$ cat config.mk
export PLATFORM = sky130hd
export DESIGN_NAME = next_pc_predictor
export DESIGN_NICKNAME = d
export VERILOG_FILES = /design/src/rtl/next_pc_predictor.sv
export SDC_FILE = /design/constraint.sdc
export NUM_CORES = 1
export LEC_CHECK = 0
export BUFFER_PORTS_ARGS = -buffer_cell sky130_fd_sc_hd__buf_2
export CORE_AREA = 2 2 229 231
export CTS_BUF_LIST = sky130_fd_sc_hd__clkbuf_2 sky130_fd_sc_hd__clkbuf_4 sky130_fd_sc_hd__clkbuf_8
export DETAILED_ROUTE_END_ITERATION = 12
export DIE_AREA = 0 0 231 233
export GPL_TIMING_DRIVEN = 0
export PLACE_DENSITY = 0.5
export SLEW_MARGIN = 20
export SYNTH_ARGS = -nofsm -noshare
export SYNTH_HDL_FRONTEND = slang
export SYNTH_SLANG_ARGS = --single-unit
$ cat constraint.sdc
create_clock -name clock -period 3.1 [get_ports clock]
set_input_delay 0.465 -clock clock [delete_from_list [all_inputs] [get_ports clock]]
set_output_delay 0.465 -clock clock [all_outputs]
set_load 0.01 [all_outputs]
$ cat src/rtl/next_pc_predictor.sv
// next_pc_predictor: fetch PC register, PC+4 lookup, 2-bit direction table and registered BTB write port.
module next_pc_predictor #(
  parameter int PHT_BITS = 4,
  parameter logic [63:0] RESET_PC = 64'd0
) (
  input  logic        clock,
  input  logic        reset,
  input  logic        stall_in,
  input  logic [63:0] PPC_in,
  input  logic        mispredict_in,
  input  logic [63:0] recovery_PC_in,
  input  logic        update_valid_in,
  input  logic [63:0] update_NPC_in,
  input  logic        update_taken_in,
  input  logic [63:0] update_target_in,
  output logic [63:0] fetch_PC_out,
  output logic [63:0] fetch_NPC_out,
  output logic        pred_taken_out,
  output logic [63:0] pred_PC_out,
  output logic        btb_write_out,
  output logic [63:0] btb_write_NPC_out,
  output logic [63:0] btb_write_dest_out
);
  localparam int N = 1 << PHT_BITS;
  logic [63:0] pc_q, pc_d, wr_npc_q, wr_npc_d, wr_dest_q, wr_dest_d;
  logic        wr_q, wr_d;
  logic [1:0]  pht_q [N];
  logic [1:0]  pht_d [N];
  logic [1:0]  cnt;
  logic [PHT_BITS-1:0] uidx;
  assign fetch_PC_out       = pc_q;
  assign fetch_NPC_out      = pc_q + 64'd4;
  // an all-zero BTB target means no entry, so never redirect to it
  assign pred_taken_out     = pht_q[fetch_NPC_out[PHT_BITS-1:0]][1] && (PPC_in != 64'd0);
  assign pred_PC_out        = pred_taken_out ? PPC_in : fetch_NPC_out;
  assign btb_write_out      = wr_q;
  assign btb_write_NPC_out  = wr_npc_q;
  assign btb_write_dest_out = wr_dest_q;
  assign uidx = update_NPC_in[PHT_BITS-1:0];
  assign cnt  = pht_q[uidx];
  always_comb begin
    pc_d      = mispredict_in ? recovery_PC_in : stall_in ? pc_q : pred_PC_out;
    wr_d      = update_valid_in && update_taken_in;
    wr_npc_d  = wr_d ? update_target_in : wr_npc_q;
    wr_dest_d = wr_d ? update_NPC_in : wr_dest_q;
    pht_d     = pht_q;
    if (update_valid_in)
      pht_d[uidx] = update_taken_in ? ((cnt == 2'b11) ? cnt : cnt + 2'd1)
                                    : ((cnt == 2'b00) ? cnt : cnt - 2'd1);
  end
  always_ff @(posedge clock or negedge reset) begin
    if (!reset) begin
      pc_q      <= RESET_PC;
      wr_q      <= 1'b0;
      wr_npc_q  <= 64'd0;
      wr_dest_q <= 64'd0;
      for (int i = 0; i < N; i++) pht_q[i] <= 2'b01;
    end else begin
      pc_q      <= pc_d;
      wr_q      <= wr_d;
      wr_npc_q  <= wr_npc_d;
      wr_dest_q <= wr_dest_d;
      pht_q     <= pht_d;
    end
  end
endmodule

==> impl_results.html, run 1 <==
<table>
<tr><th>Metric</th><th>Value</th></tr>
<tr><th colspan="2">Outcome</th></tr>
<tr><td>Result of the run</td><td>finished, violations left</td></tr>
<tr><td>Violated checks</td><td>negative setup slack</td></tr>
<tr><th colspan="2">Synthesis</th></tr>
<tr><td>Primary flip-flop cell chosen by synthesis mapping</td><td>sky130_fd_sc_hd__dfrtp_1</td></tr>
<tr><td>Synth top area share</td><td>43.5%</td></tr>
<tr><td>Share of the yosys chip area belonging to registers</td><td>47.0%</td></tr>
<tr><td>Cell area after technology mapping</td><td>12000 sq um</td></tr>
<tr><td>Largest cells by area after synthesis</td><td>sky130_fd_sc_hd__dfrtp_1 (44%), sky130_fd_sc_hd__mux2_2 (14%), sky130_fd_sc_hd__mux2_4 (4.9%)</td></tr>
<tr><td>Post-Synthesis Net Count</td><td>1336</td></tr>
<tr><td>FFs w/ async S/R, synth</td><td>100%</td></tr>
<tr><td>Synthesized instance count</td><td>1073</td></tr>
<tr><td>Warning count from the yosys run</td><td>0</td></tr>
<tr><td>Post-synth top cells</td><td>sky130_fd_sc_hd__dfrtp_1 (209), sky130_fd_sc_hd__mux2_2 (152), sky130_fd_sc_hd__nand2_1 (101)</td></tr>
<tr><td>Average cell area after synthesis</td><td>11.2 sq um</td></tr>
<tr><td>Post-synthesis cell type with the largest combined area</td><td>sky130_fd_sc_hd__dfrtp_1</td></tr>
<tr><td>Seq cells post-synth</td><td>225</td></tr>
<tr><td>Synth cell types</td><td>52</td></tr>
<tr><td>Leading cell type by number of instances after synthesis</td><td>sky130_fd_sc_hd__dfrtp_1</td></tr>
<tr><td>EDFF count, synth</td><td>0</td></tr>
<tr><th colspan="2">GRT</th></tr>
<tr><td>Total grt overflow</td><td>0</td></tr>
<tr><td>Number of global-route vias before repair</td><td>12526</td></tr>
<tr><td>GRT Max-Usage Layer</td><td>met2</td></tr>
<tr><td>Wire length of the first global-routing pass</td><td>83600 um</td></tr>
<tr><td>Met1 capacity usage during global routing</td><td>22.7%</td></tr>
<tr><td>Met3 demand-to-capacity share in global routing</td><td>5.91%</td></tr>
<tr><td>Antenna violations before repair</td><td>22</td></tr>
<tr><td>Global routing usage on met2</td><td>36.7%</td></tr>
<tr><td>Total routing resource utilization after global routing</td><td>21.0%</td></tr>
<tr><td>Largest net degree at the start of global routing</td><td>95</td></tr>
<tr><th colspan="2">Timing</th></tr>
<tr><td>Clk_skew</td><td>27.8 ps</td></tr>
<tr><td>Fmax</td><td>279 MHz</td></tr>
<tr><td>Total count of hold-check failures in the final report</td><td>0</td></tr>
<tr><td>Unrepaired setup endpoints after global routing</td><td>true</td></tr>
<tr><td>Clock period minus worst slack</td><td>3580 ps</td></tr>
<tr><td>Final worst-path setup slack</td><td>-478 ps</td></tr>
<tr><td>Final slew viol count</td><td>0</td></tr>
<tr><td>Pin slew with the least headroom to its limit</td><td>865 ps</td></tr>
<tr><td>Total setup violations reported at the end of the flow</td><td>86</td></tr>
<tr><td>Worst-case headroom to the max-slew limit</td><td>42.1%</td></tr>
<tr><td>Minimum hold slack</td><td>99.7 ps</td></tr>
<tr><td>Crit share post-route</td><td>115%</td></tr>
<tr><td>Sum Neg Setup Slack</td><td>-28110 ps</td></tr>
<tr><th colspan="2">Flow run</th></tr>
<tr><td>Number of max-cap violations</td><td>0</td></tr>
<tr><th colspan="2">Clock network</th></tr>
<tr><td>Skew-Pair Late Insertion Delay</td><td>600 ps</td></tr>
<tr><td>TritonCTS clock tree</td><td>yes</td></tr>
<tr><td>Max Root-Sink Buffers</td><td>3</td></tr>
<tr><td>Sink Count</td><td>225</td></tr>
<tr><td>H-tree Lvls</td><td>2</td></tr>
<tr><td>Clock-pin slew reported for the worst setup and hold paths after clock tree synthesis</td><td>60 ps</td></tr>
<tr><td>Number of buffers added by the clock tree synthesis step</td><td>42</td></tr>
<tr><td>Clock root buffer</td><td>sky130_fd_sc_hd__clkbuf_8</td></tr>
<tr><th colspan="2">Die</th></tr>
<tr><td>Die outline width</td><td>231 um</td></tr>
<tr><td>Initial Util</td><td>23.5%</td></tr>
<tr><td>Total Die Area</td><td>53800 sq um</td></tr>
<tr><td>I/O Pins</td><td>584</td></tr>
<tr><td>Placeable Area</td><td>51100 sq um</td></tr>
<tr><td>Number of standard-cell rows in the floorplan</td><td>83</td></tr>
<tr><td>DIE HEIGHT</td><td>233 um</td></tr>
<tr><th colspan="2">Placed design</th></tr>
<tr><td>Final RePlAce weighted congestion</td><td>0.937</td></tr>
<tr><td>Total cell area at the placement stage</td><td>15900 sq um</td></tr>
<tr><td>Placed cells</td><td>2337</td></tr>
<tr><td>Port Buffers</td><td>582</td></tr>
<tr><td>Detailed Place HPWL</td><td>45700 um</td></tr>
<tr><th colspan="2">Worst setup path</th></tr>
<tr><td>Critical path capture point type</td><td>primary output</td></tr>
<tr><td>Source of the critical timing path</td><td>PPC_in[54]</td></tr>
<tr><td>Startpoint of the lowest-slack register-to-register path</td><td>fetch_PC_out[1]$_DFFE_PN0P_</td></tr>
<tr><td>Library cell appearing most often on the critical path</td><td>sky130_fd_sc_hd__buf_2</td></tr>
<tr><td>Critical-path maximum fanout</td><td>10</td></tr>
<tr><td>Dominant delay contributor by cell family on the critical path</td><td>simple AND/OR/NAND/NOR gates</td></tr>
<tr><td>Cells along the critical path</td><td>buf_2 &gt; nor4_1 &gt; nand4_1 &gt; or4_1 &gt; nand2_4 &gt; buf_4 &gt; mux2_2 &gt; buf_2</td></tr>
<tr><td>Critical path data required time</td><td>2630 ps</td></tr>
<tr><td>Slack of the worst reg-to-reg path</td><td>190 ps</td></tr>
<tr><td>Crit-path slowest cell</td><td>sky130_fd_sc_hd__nor4_1</td></tr>
<tr><td>Worst reg2reg path endpoint</td><td>fetch_PC_out[20]$_DFFE_PN0P_</td></tr>
<tr><td>Worst Setup Path Type</td><td>input pin to primary output</td></tr>
<tr><td>Maximum single-stage delay on the critical path</td><td>620 ps</td></tr>
<tr><td>Buffer and inverter count on the worst path</td><td>3</td></tr>
<tr><td>FF-to-FF path depth</td><td>10</td></tr>
<tr><td>Arrival time at the worst endpoint</td><td>3110 ps</td></tr>
<tr><td>Kind of start point of the critical path</td><td>input pin</td></tr>
<tr><th colspan="2">Final layout</th></tr>
<tr><td>Area of all sequential standard cells</td><td>5690 sq um</td></tr>
<tr><td>Post-Layout Cell Count</td><td>2554</td></tr>
<tr><td>Multi-input combinational cell area</td><td>6870 sq um</td></tr>
<tr><td>Area growth from synthesis to layout</td><td>62.3%</td></tr>
<tr><td>Design area</td><td>19500 sq um</td></tr>
<tr><td>Count of nets after finishing</td><td>2090</td></tr>
<tr><td>Fill cell count</td><td>5079</td></tr>
<tr><td>Fraction of layout cells with a size suffix above 1</td><td>63.2%</td></tr>
<tr><th colspan="2">Routing</th></tr>
<tr><td>Violation count after the first detailed-routing iteration</td><td>764</td></tr>
<tr><td>Number of vias after detailed routing</td><td>12445</td></tr>
<tr><td>Drt total wl</td><td>59900 um</td></tr>
<tr><td>Initial DRT Pass Iterations</td><td>5</td></tr>
<tr><td>Remaining antenna violation count after routing</td><td>0</td></tr>
<tr><td>Routed wirelength normalized by instance count</td><td>23.4 um</td></tr>
<tr><td>DR vias/cell</td><td>4.87</td></tr>
<tr><td>DRC violation count after routing</td><td>0</td></tr>
<tr><th colspan="2">Hold path</th></tr>
<tr><td>Class of the most critical hold timing path</td><td>input pin to flip-flop</td></tr>
<tr><td>Hold wc startpoint</td><td>recovery_PC_in[2]</td></tr>
<tr><td>Worst hold stages</td><td>2</td></tr>
<tr><td>Worst min-delay path endpoint</td><td>fetch_PC_out[2]$_DFFE_PN0P_</td></tr>
<tr><th colspan="2">Pwr</th></tr>
<tr><td>Total Power</td><td>14.1 mW</td></tr>
<tr><td>Cell area power density</td><td>725 nW/um^2</td></tr>
<tr><td>Peak ir drop on the vdd network</td><td>379 uV</td></tr>
<tr><td>Leak</td><td>9.45 nW</td></tr>
</table>
## routing by layer
metal,vias to the layer above,routed length [um]
met5,-,65
met4,10,3730
met3,155,5010
met2,699,29600
met1,6119,21500
li1,5462,-
## kinds of logic (layout without fill, tap and decap cells)
kind of cell	count (synthesis)	count (layout)	synth area share [%]
xor+xnor	60	60	4.37
flops	225	225	47.0
buf+inv	89	875	3.31
compound gates	127	127	7.81
mux	217	217	22.5
other cells	0	15	0
simple gates	353	353	14.8
fa+ha+maj	2	2	0.187
## state kept, by name (all words and copies together), names as in the netlist
register and cells:
fetch_PC_out 64, pht_q 32, btb_write_dest_out 64, btb_write_NPC_out 64, btb_write_out 1
## stage by stage
step,util (%),setup slack (ps)
final,38.2,-478
after global routing,38.2,-498
after CTS,36.6,-468
after detailed placement,31.0,-1150
after global placement,30.9,-2630
after floorplan,-,273
## cell usage in the layout (no fill, tap or decap), types with 23 or more instances in the layout
| cell | synthesis | routed |
|---|---|---|
| sky130_fd_sc_hd__nor2_1 | 80 | 73 |
| sky130_fd_sc_hd__dfrtp_1 | 209 | 180 |
| sky130_fd_sc_hd__clkbuf_1 | 45 | 42 |
| sky130_fd_sc_hd__a221o_1 | 47 | 47 |
| sky130_fd_sc_hd__clkbuf_8 | 0 | 54 |
| sky130_fd_sc_hd__nand3_1 | 28 | 25 |
| sky130_fd_sc_hd__nor4_4 | 1 | 23 |
| sky130_fd_sc_hd__buf_6 | 5 | 93 |
| sky130_fd_sc_hd__dfrtp_2 | 0 | 28 |
| sky130_fd_sc_hd__buf_4 | 3 | 99 |
| sky130_fd_sc_hd__nand2_1 | 101 | 95 |
| sky130_fd_sc_hd__nand4_1 | 31 | 31 |
| sky130_fd_sc_hd__buf_2 | 12 | 521 |
| sky130_fd_sc_hd__mux2_2 | 152 | 156 |
| sky130_fd_sc_hd__mux2_4 | 39 | 41 |
## power by group
part	internal [mW]	switching [mW]
registers	3.58	0.522
logic	3.52	3.27
clock network	1.86	1.39
total	8.96	5.18
## repair_timing
item | CTS | global route
pin swaps | 51 | 48
endpoints found under the setup margin | 122 | 105
endpoints found under the hold margin | 53 | 0
resized for setup | 244 | 101
gates cloned | 1 | 4
hold buffers | 1 | 0
setup buffers | 98 | 34
## worst max path at each step
stage | to | slack (ps) | depth (start not counted)
2_1_floorplan | pred_PC_out[62] | 270 | 9
3_3_place_gp | fetch_PC_out[18]$_DFFE_PN0P_ | -2630 | 1
3_5_place_dp | pred_PC_out[1] | -1150 | 11
4_1_cts | pred_PC_out[13] | -470 | 9
5_1_grt | pred_PC_out[11] | -500 | 9
6_report | pred_PC_out[33] | -480 | 8
## cell type report
| cell class | count | area share (%) |
|---|---|---|
| Clock buffer | 71 | 4.47 |
| Sequential cell | 225 | 29.2 |
| Inverter | 19 | 0.430 |
| Timing Repair Buffer | 716 | 23.6 |
| Clock inverter | 5 | 0.359 |
| Buffer | 64 | 2.17 |
| Antenna cell | 15 | 0.192 |
| Tap cell | 680 | 4.36 |
| Multi-Input combinational cell | 759 | 35.2 |
No activity file was read; power rests on OpenSTA's default activity.
==> run 2, diff against run 1 <==
- MAX_ROUTING_LAYER: default -> met4
==> run 2 against run 1 <==
Effect of this change: the run still ends with negative setup slack left; first-iteration DRC count grew 9.4%; count of clock-buffer cells in the layout did not move; die area did not move; cell count rose by 0.47%; combinational power increased by 3%; flip-flop and latch count stayed put; largest cell class unchanged; largest power group unchanged.
==> impl_results.html, run 2 (synthesized netlist as in run 1, its figures left out) <==
<table>
<tr><th>Metric</th><th>Value</th></tr>
<tr><th colspan="2">Timing</th></tr>
<tr><td>Unrepaired setup endpoints after global routing</td><td>true</td></tr>
<tr><td>Clk_skew</td><td>19.2 ps</td></tr>
<tr><td>Pin slew with the least headroom to its limit</td><td>914 ps</td></tr>
<tr><td>Fmax</td><td>282 MHz</td></tr>
<tr><td>Minimum hold slack</td><td>95.0 ps</td></tr>
<tr><td>Total count of hold-check failures in the final report</td><td>0</td></tr>
<tr><td>Clock period minus worst slack</td><td>3550 ps</td></tr>
<tr><td>Crit share post-route</td><td>114%</td></tr>
<tr><td>Final slew viol count</td><td>0</td></tr>
<tr><td>Final worst-path setup slack</td><td>-447 ps</td></tr>
<tr><td>Total setup violations reported at the end of the flow</td><td>87</td></tr>
<tr><td>Worst-case headroom to the max-slew limit</td><td>39.1%</td></tr>
<tr><th colspan="2">Routing</th></tr>
<tr><td>DR vias/cell</td><td>4.86</td></tr>
<tr><td>Routed wirelength normalized by instance count</td><td>23.4 um</td></tr>
<tr><td>DRC violation count after routing</td><td>0</td></tr>
<tr><td>Remaining antenna violation count after routing</td><td>0</td></tr>
<tr><td>Number of vias after detailed routing</td><td>12480</td></tr>
<tr><td>Initial DRT Pass Iterations</td><td>7</td></tr>
<tr><td>Drt total wl</td><td>60200 um</td></tr>
<tr><td>Violation count after the first detailed-routing iteration</td><td>836</td></tr>
<tr><th colspan="2">Clock network</th></tr>
<tr><td>Skew-Pair Late Insertion Delay</td><td>600 ps</td></tr>
<tr><td>Sink Count</td><td>225</td></tr>
<tr><td>Number of buffers added by the clock tree synthesis step</td><td>44</td></tr>
<tr><td>TritonCTS clock tree</td><td>yes</td></tr>
<tr><td>Clock root buffer</td><td>sky130_fd_sc_hd__clkbuf_8</td></tr>
<tr><td>Max Root-Sink Buffers</td><td>3</td></tr>
<tr><td>H-tree Lvls</td><td>2</td></tr>
<tr><td>Clock-pin slew reported for the worst setup and hold paths after clock tree synthesis</td><td>60 ps</td></tr>
<tr><th colspan="2">GRT</th></tr>
<tr><td>Antenna violations before repair</td><td>20</td></tr>
<tr><td>Largest net degree at the start of global routing</td><td>93</td></tr>
<tr><td>Total grt overflow</td><td>0</td></tr>
<tr><td>Wire length of the first global-routing pass</td><td>84500 um</td></tr>
<tr><td>Total routing resource utilization after global routing</td><td>22.0%</td></tr>
<tr><td>Number of global-route vias before repair</td><td>12845</td></tr>
<tr><th colspan="2">Worst setup path</th></tr>
<tr><td>Critical path capture point type</td><td>primary output</td></tr>
<tr><td>Worst Setup Path Type</td><td>input pin to primary output</td></tr>
<tr><td>Arrival time at the worst endpoint</td><td>3080 ps</td></tr>
<tr><td>Kind of start point of the critical path</td><td>input pin</td></tr>
<tr><td>Critical path data required time</td><td>2630 ps</td></tr>
<tr><td>Critical-path maximum fanout</td><td>10</td></tr>
<tr><th colspan="2">Pwr</th></tr>
<tr><td>Share of total power in the clock network</td><td>22.2%</td></tr>
<tr><td>Internal Power</td><td>8.99 mW</td></tr>
<tr><td>Cell area power density</td><td>729 nW/um^2</td></tr>
<tr><td>Fraction of power spent switching nets</td><td>37.0%</td></tr>
<tr><td>Peak ir drop on the vdd network</td><td>434 uV</td></tr>
<tr><td>Comb pwr share</td><td>49.0%</td></tr>
<tr><td>Leak</td><td>9.50 nW</td></tr>
<tr><td>Proportion of power drawn by flip-flops and latches</td><td>28.8%</td></tr>
<tr><td>Net load switching power</td><td>5.28 mW</td></tr>
<tr><th colspan="2">Die</th></tr>
<tr><td>Initial Util</td><td>23.5%</td></tr>
<tr><td>DIE HEIGHT</td><td>233 um</td></tr>
<tr><td>Placeable Area</td><td>51100 sq um</td></tr>
<tr><td>I/O Pins</td><td>584</td></tr>
<tr><td>Total Die Area</td><td>53800 sq um</td></tr>
<tr><td>Number of standard-cell rows in the floorplan</td><td>83</td></tr>
<tr><td>Die outline width</td><td>231 um</td></tr>
<tr><th colspan="2">Final layout</th></tr>
<tr><td>Multi-input combinational cell area</td><td>6900 sq um</td></tr>
<tr><td>Leading cell types in the layout, fill and taps excluded</td><td>sky130_fd_sc_hd__buf_2 (530), sky130_fd_sc_hd__dfrtp_1 (180), sky130_fd_sc_hd__mux2_2 (155)</td></tr>
<tr><td>Area of all sequential standard cells</td><td>5690 sq um</td></tr>
<tr><td>Fraction of layout cells with a size suffix above 1</td><td>63.2%</td></tr>
<tr><td>Design area</td><td>19600 sq um</td></tr>
<tr><td>Count of nets after finishing</td><td>2100</td></tr>
<tr><td>Area growth from synthesis to layout</td><td>63.0%</td></tr>
<tr><td>Fill cell count</td><td>5048</td></tr>
<tr><td>Post-Layout Cell Count</td><td>2566</td></tr>
<tr><td>Most frequent standard cell in the layout excluding fill and tap cells</td><td>sky130_fd_sc_hd__buf_2</td></tr>
<tr><td>Post-layout util</td><td>38.3%</td></tr>
<tr><th colspan="2">Outcome</th></tr>
<tr><td>Violated checks</td><td>negative setup slack</td></tr>
<tr><td>Result of the run</td><td>finished, violations left</td></tr>
<tr><th colspan="2">Placed design</th></tr>
<tr><td>Total cell area at the placement stage</td><td>15900 sq um</td></tr>
<tr><td>Post-placement worst setup slack</td><td>-1230 ps</td></tr>
<tr><td>Detailed Place HPWL</td><td>45800 um</td></tr>
<tr><td>Final RePlAce weighted congestion</td><td>0.940</td></tr>
<tr><td>Port Buffers</td><td>582</td></tr>
<tr><td>Placed cells</td><td>2337</td></tr>
<tr><th colspan="2">Hold path</th></tr>
<tr><td>Class of the most critical hold timing path</td><td>input pin to flip-flop</td></tr>
<tr><th colspan="2">Flow run</th></tr>
<tr><td>Number of max-cap violations</td><td>0</td></tr>
</table>
## run 2: changes by cell type in the layout (fill, tap and decap cells not counted), moves of 3 or more
cell                        before  now
sky130_fd_sc_hd__buf_12         10   15
sky130_fd_sc_hd__clkbuf_16       4    1
sky130_fd_sc_hd__diode_2        15   18
sky130_fd_sc_hd__buf_2         521  530
sky130_fd_sc_hd__buf_6          93   86
sky130_fd_sc_hd__buf_16          3    6
sky130_fd_sc_hd__buf_4          99  102
## run 2: cell type report
cell class | instances | area share [%]
Antenna cell | 18 | 0.230
Sequential cell | 225 | 29.0
Inverter | 19 | 0.441
Buffer | 61 | 1.99
Clock inverter | 6 | 0.287
Timing Repair Buffer | 727 | 24.0
Clock buffer | 71 | 4.41
Multi-Input combinational cell | 759 | 35.2
Tap cell | 680 | 4.34
## run 2: worst paths after layout
| kind | startpoint | end | slack (ps) | depth (start not counted) |
|---|---|---|---|---|
| worst min register to register | btb_write_dest_out[62]$_DFFE_PN0P_ | btb_write_dest_out[62]$_DFFE_PN0P_ | 500 | 1 |
| worst max register to register | fetch_PC_out[2]$_DFFE_PN0P_ | fetch_PC_out[15]$_DFFE_PN0P_ | 100 | 12 |
| min in group asynchronous | reset | btb_write_NPC_out[32]$_DFFE_PN0P_ | 470 | 2 |
| max in group asynchronous | reset | fetch_PC_out[8]$_DFFE_PN0P_ | 1670 | 3 |
| worst max-delay path | PPC_in[20] | pred_PC_out[29] | -450 | 8 |
| worst min-delay path | update_target_in[42] | btb_write_NPC_out[42]$_DFFE_PN0P_ | 90 | 2 |
## run 2: power by group through the flow
stage	clock (mW)	sequential (mW)	combinational, mW
after detailed placement	0	4.16	5.03
after global routing	3.42	4.20	7.33
after CTS	3.28	4.11	6.72
after floorplan	0	4.18	2.74
final	3.16	4.12	6.99
after global placement	0	4.13	5.00
## run 2: repair_timing
action / in CTS / in global routing
cloned: 5 / 1
hold buffers: 1 / 0
buffers inserted: 102 / 40
hold endpoints to repair: 60 / 0
resized for setup: 277 / 73
setup endpoints to repair: 122 / 105
pin swaps: 65 / 45
## run 2: routing by layer
metal	vias to the layer above	global-route usage, %	share of wire, %
li1	5488	-	-
met1	6119	23.7	37
met2	698	37.7	50
met3	175	5.13	7.9
met4	0	11.7	6.0
met5	-	-	0
## run 2: critical path, cell delays in order
cell and delay (ps):
sky130_fd_sc_hd__buf_2 120, sky130_fd_sc_hd__nor4_4 530, sky130_fd_sc_hd__nand4_1 350, sky130_fd_sc_hd__or4_1 620
sky130_fd_sc_hd__nand2_4 140, sky130_fd_sc_hd__buf_4 280, sky130_fd_sc_hd__mux2_2 430, sky130_fd_sc_hd__buf_2 160
## run 2: stage by stage
stage                     setup TNS (ps)  power, mW
final                             -27640       14.3
after detailed placement          -71270       9.18
after global routing              -35150       14.9
after global placement           -683580       9.13
after CTS                         -29100       14.1
after floorplan                        0       6.92
==> run 3, diff against run 2 <==
- PLACE_DENSITY: 0.5 -> default
==> run 3 against run 2 <==
Effect of this change: largest power group unchanged; total power rose by 5.8%; setup slack better by 12 ps; register-to-register slack improved by 150 ps; sequential share of layout area down 0.66 points; cell count increased by 0.39%; die area did not move; non-clock buffer count is 9 higher; the flow still finishes with violations (negative setup slack); first-iteration DRC count is 33% higher; combinational power rose by 8.0%; critical endpoint is now pred_PC_out[54].
==> impl_results.html, run 3 (synthesized netlist as in run 1, its figures left out) <==
<table>
<tr><th>Metric</th><th>Value</th></tr>
<tr><th colspan="2">Worst setup path</th></tr>
<tr><td>Critical-path maximum fanout</td><td>5</td></tr>
<tr><td>Source of the critical timing path</td><td>fetch_PC_out[2]$_DFFE_PN0P_</td></tr>
<tr><td>FF-to-FF path depth</td><td>11</td></tr>
<tr><td>Slack of the worst reg-to-reg path</td><td>250 ps</td></tr>
<tr><td>Worst Setup Path Type</td><td>flip-flop to primary output</td></tr>
<tr><td>Critical path data required time</td><td>2630 ps</td></tr>
<tr><td>Kind of start point of the critical path</td><td>flip-flop</td></tr>
<tr><td>CP endpoint</td><td>pred_PC_out[54]</td></tr>
<tr><td>Critical path capture point type</td><td>primary output</td></tr>
<tr><td>Worst reg2reg path endpoint</td><td>fetch_PC_out[49]$_DFFE_PN0P_</td></tr>
<tr><td>Startpoint of the lowest-slack register-to-register path</td><td>fetch_PC_out[2]$_DFFE_PN0P_</td></tr>
<tr><td>Arrival time at the worst endpoint</td><td>3070 ps</td></tr>
<tr><th colspan="2">Timing</th></tr>
<tr><td>Clock period minus worst slack</td><td>3530 ps</td></tr>
<tr><td>Clk_skew</td><td>37.7 ps</td></tr>
<tr><td>Final slew viol count</td><td>0</td></tr>
<tr><td>Pin slew with the least headroom to its limit</td><td>1080 ps</td></tr>
<tr><td>Fmax</td><td>283 MHz</td></tr>
<tr><td>Total count of hold-check failures in the final report</td><td>0</td></tr>
<tr><td>Final worst-path setup slack</td><td>-435 ps</td></tr>
<tr><td>Crit share post-route</td><td>114%</td></tr>
<tr><td>Worst-case headroom to the max-slew limit</td><td>27.9%</td></tr>
<tr><td>Unrepaired setup endpoints after global routing</td><td>true</td></tr>
<tr><td>Total setup violations reported at the end of the flow</td><td>104</td></tr>
<tr><th colspan="2">GRT</th></tr>
<tr><td>Total routing resource utilization after global routing</td><td>22.1%</td></tr>
<tr><td>Antenna violations before repair</td><td>13</td></tr>
<tr><td>Wire length of the first global-routing pass</td><td>85100 um</td></tr>
<tr><td>Number of global-route vias before repair</td><td>12668</td></tr>
<tr><td>Largest net degree at the start of global routing</td><td>97</td></tr>
<tr><td>Total grt overflow</td><td>0</td></tr>
<tr><th colspan="2">Final layout</th></tr>
<tr><td>Count of nets after finishing</td><td>2111</td></tr>
<tr><td>Multi-input combinational cell area</td><td>7010 sq um</td></tr>
<tr><td>Area growth from synthesis to layout</td><td>66.6%</td></tr>
<tr><td>Post-layout util</td><td>39.2%</td></tr>
<tr><td>Most frequent standard cell in the layout excluding fill and tap cells</td><td>sky130_fd_sc_hd__buf_2</td></tr>
<tr><td>Post-Layout Cell Count</td><td>2576</td></tr>
<tr><td>Leading cell types in the layout, fill and taps excluded</td><td>sky130_fd_sc_hd__buf_2 (500), sky130_fd_sc_hd__dfrtp_1 (185), sky130_fd_sc_hd__mux2_2 (148)</td></tr>
<tr><td>Fraction of layout cells with a size suffix above 1</td><td>64.2%</td></tr>
<tr><td>Area of all sequential standard cells</td><td>5680 sq um</td></tr>
<tr><td>Fill cell count</td><td>5008</td></tr>
<tr><th colspan="2">Routing</th></tr>
<tr><td>Initial DRT Pass Iterations</td><td>5</td></tr>
<tr><td>Remaining antenna violation count after routing</td><td>0</td></tr>
<tr><td>Violation count after the first detailed-routing iteration</td><td>1113</td></tr>
<tr><td>Routed wirelength normalized by instance count</td><td>23.9 um</td></tr>
<tr><td>Drt total wl</td><td>61500 um</td></tr>
<tr><td>Number of vias after detailed routing</td><td>12757</td></tr>
<tr><td>DR vias/cell</td><td>4.95</td></tr>
<tr><td>DRC violation count after routing</td><td>0</td></tr>
<tr><th colspan="2">Placed design</th></tr>
<tr><td>Post-placement worst setup slack</td><td>-1230 ps</td></tr>
<tr><td>Port Buffers</td><td>582</td></tr>
<tr><td>Placed cells</td><td>2337</td></tr>
<tr><td>Final RePlAce weighted congestion</td><td>0.944</td></tr>
<tr><td>Detailed Place HPWL</td><td>46100 um</td></tr>
<tr><th colspan="2">Pwr</th></tr>
<tr><td>Total Power</td><td>15.1 mW</td></tr>
<tr><td>Cell area power density</td><td>755 nW/um^2</td></tr>
<tr><td>Leak</td><td>9.72 nW</td></tr>
<tr><td>Peak ir drop on the vdd network</td><td>433 uV</td></tr>
<tr><th colspan="2">Die</th></tr>
<tr><td>DIE HEIGHT</td><td>233 um</td></tr>
<tr><td>Total Die Area</td><td>53800 sq um</td></tr>
<tr><td>Initial Util</td><td>23.5%</td></tr>
<tr><td>I/O Pins</td><td>584</td></tr>
<tr><td>Placeable Area</td><td>51100 sq um</td></tr>
<tr><td>Number of standard-cell rows in the floorplan</td><td>83</td></tr>
<tr><td>Die outline width</td><td>231 um</td></tr>
<tr><th colspan="2">Outcome</th></tr>
<tr><td>Result of the run</td><td>finished, violations left</td></tr>
<tr><td>Violated checks</td><td>negative setup slack</td></tr>
<tr><th colspan="2">Clock network</th></tr>
<tr><td>Skew-Pair Late Insertion Delay</td><td>620 ps</td></tr>
<tr><td>Sink Count</td><td>225</td></tr>
<tr><td>Max Root-Sink Buffers</td><td>3</td></tr>
<tr><td>TritonCTS clock tree</td><td>yes</td></tr>
<tr><td>Clock-pin slew reported for the worst setup and hold paths after clock tree synthesis</td><td>60 ps</td></tr>
<tr><td>Clock root buffer</td><td>sky130_fd_sc_hd__clkbuf_8</td></tr>
<tr><td>Number of buffers added by the clock tree synthesis step</td><td>46</td></tr>
<tr><td>H-tree Lvls</td><td>2</td></tr>
<tr><th colspan="2">Hold path</th></tr>
<tr><td>Class of the most critical hold timing path</td><td>input pin to flip-flop</td></tr>
<tr><td>Worst hold stages</td><td>2</td></tr>
<tr><th colspan="2">Flow run</th></tr>
<tr><td>Number of max-cap violations</td><td>0</td></tr>
</table>
==> run 3: worst min path at each step <==
stage	start	to
after global placement	btb_write_NPC_out[41]$_DFFE_PN0P_	btb_write_NPC_out[41]$_DFFE_PN0P_
after floorplan	reset	btb_write_NPC_out[0]$_DFFE_PN0P_
after global routing	update_NPC_in[10]	btb_write_dest_out[10]$_DFFE_PN0P_
after detailed placement	reset	btb_write_NPC_out[58]$_DFFE_PN0P_
final	update_NPC_in[48]	btb_write_dest_out[48]$_DFFE_PN0P_
after CTS	recovery_PC_in[11]	fetch_PC_out[11]$_DFFE_PN0P_
==> run 3: per-layer routing <==
| layer | vias up | GRT usage, % | part of all wire [%] |
|---|---|---|---|
| li1 | 5510 | - | - |
| met1 | 6444 | 27.3 | 41 |
| met2 | 672 | 35.0 | 48 |
| met3 | 131 | 5.20 | 7.9 |
| met4 | 0 | 8.33 | 3.5 |
| met5 | - | - | 0 |
==> run 3: repair_timing <==
item | 4_1_cts | 5_1_grt
endpoints found under the hold margin | 55 | 0
buffers inserted | 75 | 70
endpoints found under the setup margin | 158 | 111
pin swaps | 60 | 49
gates resized for setup | 236 | 158
hold buffers | 1 | 0
cloned | 1 | 7
==> run 3: critical path, stage by stage, from the launching register on <==
cell	delay (ps)
sky130_fd_sc_hd__dfrtp_2	470
sky130_fd_sc_hd__buf_4	150
sky130_fd_sc_hd__buf_6	90
sky130_fd_sc_hd__ha_4	120
sky130_fd_sc_hd__and3_4	290
sky130_fd_sc_hd__nand3_4	110
sky130_fd_sc_hd__or4_4	520
sky130_fd_sc_hd__nor3_4	260
sky130_fd_sc_hd__xnor2_2	150
sky130_fd_sc_hd__a21oi_4	170
sky130_fd_sc_hd__buf_6	120
==> run 3: final cells by class <==
class / instances / area share [%]
clock inverter: 14 / 0.756
multi-input combinational: 759 / 35.0
sequential: 225 / 28.4
buffer: 63 / 2.09
tap: 680 / 4.25
antenna: 12 / 0.150
inverter: 19 / 0.419
timing repair buffer: 734 / 24.6
clock buffer: 70 / 4.31
==> run 3: through the flow <==
step	setup TNS, ps	instance area (sq um)	hold WS, ps
floorplan	0	12000	169
global placement	-692350	15800	487
detailed placement	-106980	15900	428
CTS	-30340	18600	4.50
global route	-40520	20000	24.8
finish	-31870	20000	76.6
==> run 3: where the power goes <==
part / leakage, nW / switching (mW) / total, mW / internal [mW]
Sequential: 2.62 / 0.533 / 4.11 / 3.58
Clock: 0.542 / 1.48 / 3.45 / 1.97
Combinational: 6.56 / 3.47 / 7.55 / 4.07
Total: 9.72 / 5.49 / 15.1 / 9.62
